--- src/rtl/mult_ctrl_pkg.sv ---
// mult_ctrl_pkg: shared types and constants for the multiplier issue controller
package mult_ctrl_pkg;
  localparam int WIDTH = 32;
  typedef enum logic [1:0] {IDLE, ISSUE, RUN} state_t;
  typedef struct packed {
    logic             sgn;
    logic [WIDTH-1:0] a;
    logic [WIDTH-1:0] b;
  } op_t;
endpackage

--- src/rtl/mult_issue_ctrl.sv ---
// mult_issue_ctrl: sequences both issue slots onto one iterative multiplier and owns HI/LO
module mult_issue_ctrl
  import mult_ctrl_pkg::*;
#(
  parameter int WIDTH = mult_ctrl_pkg::WIDTH
) (
  input  logic               clk,
  input  logic               reset_n,
  input  logic               req0_valid,
  input  logic               req0_signed,
  input  logic [WIDTH-1:0]   req0_a,
  input  logic [WIDTH-1:0]   req0_b,
  input  logic               req1_valid,
  input  logic               req1_signed,
  input  logic [WIDTH-1:0]   req1_a,
  input  logic [WIDTH-1:0]   req1_b,
  input  logic               mf_req,
  input  logic               mthi_we,
  input  logic               mtlo_we,
  input  logic [WIDTH-1:0]   mt_data,
  output logic               core_start,
  output logic               core_signed,
  output logic [WIDTH-1:0]   core_a,
  output logic [WIDTH-1:0]   core_b,
  input  logic               core_busy,
  input  logic               core_done,
  input  logic [2*WIDTH-1:0] core_product,
  output logic [WIDTH-1:0]   hi,
  output logic [WIDTH-1:0]   lo,
  output logic               stall
);
  state_t state, state_n;
  op_t    op_q;
  logic   pend;
  logic   any_req, launch, done, mt_ok;
  assign any_req = req0_valid | req1_valid;
  assign launch  = state == IDLE && any_req && !core_busy;
  assign done    = state == RUN && core_done;
  assign mt_ok   = (state == IDLE && !any_req) || done;
  // next state, start pulse, operand routing and stall
  always_comb begin
    state_n     = state;
    stall       = 1'b1;
    core_start  = 1'b0;
    core_signed = req0_valid ? req0_signed : req1_signed;
    core_a      = req0_valid ? req0_a : req1_a;
    core_b      = req0_valid ? req0_b : req1_b;
    unique case (state)
      IDLE: begin
        stall      = any_req;
        core_start = launch;
        state_n    = launch ? RUN : IDLE;
      end
      ISSUE: begin
        core_start  = 1'b1;
        core_signed = op_q.sgn;
        core_a      = op_q.a;
        core_b      = op_q.b;
        state_n     = RUN;
      end
      RUN: begin
        stall   = core_done ? (pend | mf_req) : 1'b1;
        state_n = core_done ? (pend ? ISSUE : IDLE) : RUN;
      end
      default: state_n = IDLE;
    endcase
    core_start = core_start & reset_n;
  end
  // state register and slot 1 operand latch for paired issue
  always_ff @(posedge clk) begin
    if (!reset_n) begin
      state <= IDLE;
      pend  <= 1'b0;
      op_q  <= '0;
    end else begin
      state <= state_n;
      if (launch && req0_valid && req1_valid) begin
        pend <= 1'b1;
        op_q <= {req1_signed, req1_a, req1_b};
      end else if (done) begin
        pend <= 1'b0;
      end
    end
  end
  // HI/LO update: product on done, MT writes win since they are younger
  always_ff @(posedge clk) begin
    if (!reset_n) begin
      hi <= '0;
      lo <= '0;
    end else begin
      hi <= (mt_ok && mthi_we) ? mt_data : done ? core_product[2*WIDTH-1:WIDTH] : hi;
      lo <= (mt_ok && mtlo_we) ? mt_data : done ? core_product[WIDTH-1:0] : lo;
    end
  end
endmodule

--- config.mk ---
export PLATFORM = sky130hd
export DESIGN_NAME = mult_issue_ctrl
export DESIGN_NICKNAME = d
export VERILOG_FILES = /design/src/rtl/mult_ctrl_pkg.sv /design/src/rtl/mult_issue_ctrl.sv
export SDC_FILE = /design/constraint.sdc
export NUM_CORES = 1
export LEC_CHECK = 0
export CAP_MARGIN = 25
export CORE_AREA = 2 2 141 143
export DETAILED_ROUTE_END_ITERATION = 16
export DIE_AREA = 0 0 143 145
export PLACE_DENSITY_LB_ADDON = 0.05
export SLEW_MARGIN = 20
export SYNTH_ARGS = -nofsm -noshare
export SYNTH_HDL_FRONTEND = slang
export SYNTH_SLANG_ARGS = --single-unit
--- constraint.sdc ---
create_clock -name clk -period 1.73 [get_ports clk]
set_clock_uncertainty 0.2 [all_clocks]
set_input_delay 0.346 -clock clk [delete_from_list [all_inputs] [get_ports clk]]
set_output_delay 0.346 -clock clk [all_outputs]
set_load 0.03 [all_outputs]
==> impl_metrics.py <==
metrics = {
    "outcome": {
        "status": "finished with violations",
        "failed_checks": "setup timing",
    },
    "placed_design": {
        "routabilityCongestion": 0.789,
        "postPlaceCellArea_mm2": 0.0117,
        "post-dp-hpwl_mm": 18.4,
        "portBuffers": 365,
    },
    "route": {
        "wirelength_mm": 29.9,
        "drtAntennaViolNets": 0,
        "drc": 0,
        "wire_per_inst_um": 19.8,
        "num_vias": 8122,
        "vias_per_cell": 5.38,
        "drt_pass1_iterations": 5,
        "first_iter_violations": 408,
    },
    "yosys": {
        "synth_ff_type": "dfxtp_1",
        "synth_seq_cells": 132,
        "ys_warn_count": 0,
        "synth_cell_types": 31,
        "synth_area_mm2": 0.00661,
        "ys_seq_area_share_pct": 40.0,
        "synthCells": 768,
        "async_reset_ff_share_pct": 0,
        "synth_nets": 1003,
        "yosys-top-cells-area": "dfxtp_1 40%, o21ai_0 9.9%, mux2i_1 9.8%",
        "yosysTopAreaCell": "dfxtp_1",
        "avgSynthCellArea_um2": 8.60,
        "synth_edf_count": 0,
        "synth_top_area_share_pct": 40.0,
    },
    "final_layout": {
        "area_delta_synth_final_pct": 113,
        "drive_gt1_share_pct": 38.4,
        "final_cell_mix": "231 x clkdlybuf4s50_1, 130 x dfxtp_1, 102 x buf_4",
        "final_cell_area_mm2": 0.0141,
        "multiInputGateArea_mm2": 0.00478,
        "fillers": 1430,
        "layout.area.seq_mm2": 0.00265,
        "nets": 1469,
        "final_common_cell": "clkdlybuf4s50_1",
    },
    "timing": {
        "drv_slew": 0,
        "setup_violations": 197,
        "period_share_pct": 126,
        "hold_violations": 0,
        "fmax_mhz": 457,
        "relSlewSlack_pct": 63.7,
        "rsz0062_at_grt": "yes",
        "min_period_ns": 2.19,
        "tightestPinTransition_ns": 0.544,
        "setup_ws_ns": -0.456,
    },
    "power_and_ir_drop": {
        "peakVddDrop_mv": 0.621,
        "leakage_nw": 5.50,
        "power-per-cell-area_mw_per_mm2": 676,
        "power_w": 0.00950,
    },
    "clock_network": {
        "cts_tree": "yes",
        "root_buffer": "clkbuf_16",
        "cts_buffer_depth": 2,
        "hold_buffers": 0,
        "cts_buffers": 17,
        "clkTransAtPathRegs_ns": 0.06,
        "cts_max_level": 4,
        "clock_latency_ns": 0.41,
        "clock-sinks": 132,
    },
    "worst_hold_path": {
        "hp-class": "register to register",
        "holdPathStages": 2,
    },
    "floorplanning": {
        "ios": 366,
        "die_w_um": 143,
        "die-area_mm2": 0.0207,
        "die_h_um": 145,
        "core_mm2": 0.0192,
        "rows": 51,
        "initial_core_util_pct": 34.4,
    },
    "setup_path": {
        "cp_max_fo": 13,
        "rr_worst_depth": 8,
        "required_ns": 1.18,
        "critPathCaptureType": "output port",
        "criticalPathCategory": "register to output port",
        "arrival_ns": 1.64,
        "cp-start-kind": "register",
    },
    "global_routing": {
        "antenna_found_initial": 3,
        "grt_first_pass_wirelength_mm": 42.7,
        "grt_overflow": 0,
        "grt_pass1_vias": 7637,
        "grt_max_degree": 36,
        "grt_usage_pct": 26.1,
    },
    "job": {
        "maxCapViolations": 0,
    },
}
[worst max-delay path: stages, from the launching register on]
cell and delay (ns):
dfxtp_4 0.35, nor2b_4 0.20, buf_12 0.18, buf_16 0.16
buf_4 0.13, o21ai_4 0.05, buf_6 0.14
[worst paths after layout]
check	start	slack [ns]	endpoint
worst max-delay path	state[0]	-0.46	core_b[15]
worst min-delay path	op_q[52]	0.27	op_q[52]
worst max register to register	state[1]	-0.28	op_q[5]
worst min register to register	op_q[52]	0.27	op_q[52]
[registers in the layout (all words and copies together) (netlist names)]
name	flops
hi	32
lo	32
op_q	65
pend	1
state	2
[routing by layer]
metal	routed length (µm)	vias up	part of all wire [%]	GRT usage [%]
met5	16	-	0.054	0
met3	2070	55	6.9	5.61
met1	11700	3880	39	32.2
met2	15100	359	51	43.9
li1	-	3826	-	-
met4	884	2	3.0	10.6
[Yosys cell counts, types with 2 or more instances]
cell type and n:
a21oi_1 66, a311oi_2 2, a211oi_1 2, o21ai_0 131, buf_1 5, buf_6 7, nor3b_1 63, mux2i_1 65
and2_1 2, a221o_1 64, nor2_1 3, nand2_1 68, buf_2 25, inv_1 4, dfxtp_1 132, nand3_1 65
clkbuf_1 49, a211oi_4 2
[per-stage QoR]
stage                     instances  hold WS (ns)  TNS (ns)  worst slack (ns)  util (%)
final                          1511         0.272    -55.77            -0.456      73.2
after global routing           1511         0.292    -68.54            -0.527      73.2
after CTS                      1488         0.267    -38.76            -0.501      68.4
after detailed placement       1431         0.254    -63.16            -0.486      60.7
after global placement         1431         0.250    -60.12            -0.438      60.7
after floorplan                 768         0.232     -3.77           -0.0924         -
[timing repair]
item / 4_1_cts / 5_1_grt
buffers inserted: 13 / 19
gates cloned: 14 / 9
pin swaps: 36 / 55
gates resized for setup: 226 / 205
setup endpoints to repair: 204 / 206
[cells by family after synthesis]
group | synth area share [%]
and+or+nand+nor | 17.5
buffers and inverters | 6.44
AOI/OAI and AO/OA | 26.2
DFF | 40.0
muxes | 9.85
[power breakdown]
group / internal [W] / total [W] / leakage [nW] / switching, W
clock network: 0.00210 / 0.00354 / 0.267 / 0.00144
logic: 0.00144 / 0.00269 / 4.16 / 0.00125
registers: 0.00318 / 0.00327 / 1.08 / 0.0000860
[cell type report]
cell class                      instances  area share, %
Inverter                                5          0.222
Clock inverter                         13          0.970
Tap cell                              265           2.36
Clock buffer                           17           3.03
Timing Repair Buffer                  533           40.5
Sequential cell                       132           18.8
Multi-Input combinational cell        545           34.0
Antenna cell                            1         0.0178
No activity file was read; power rests on OpenSTA's default activity.
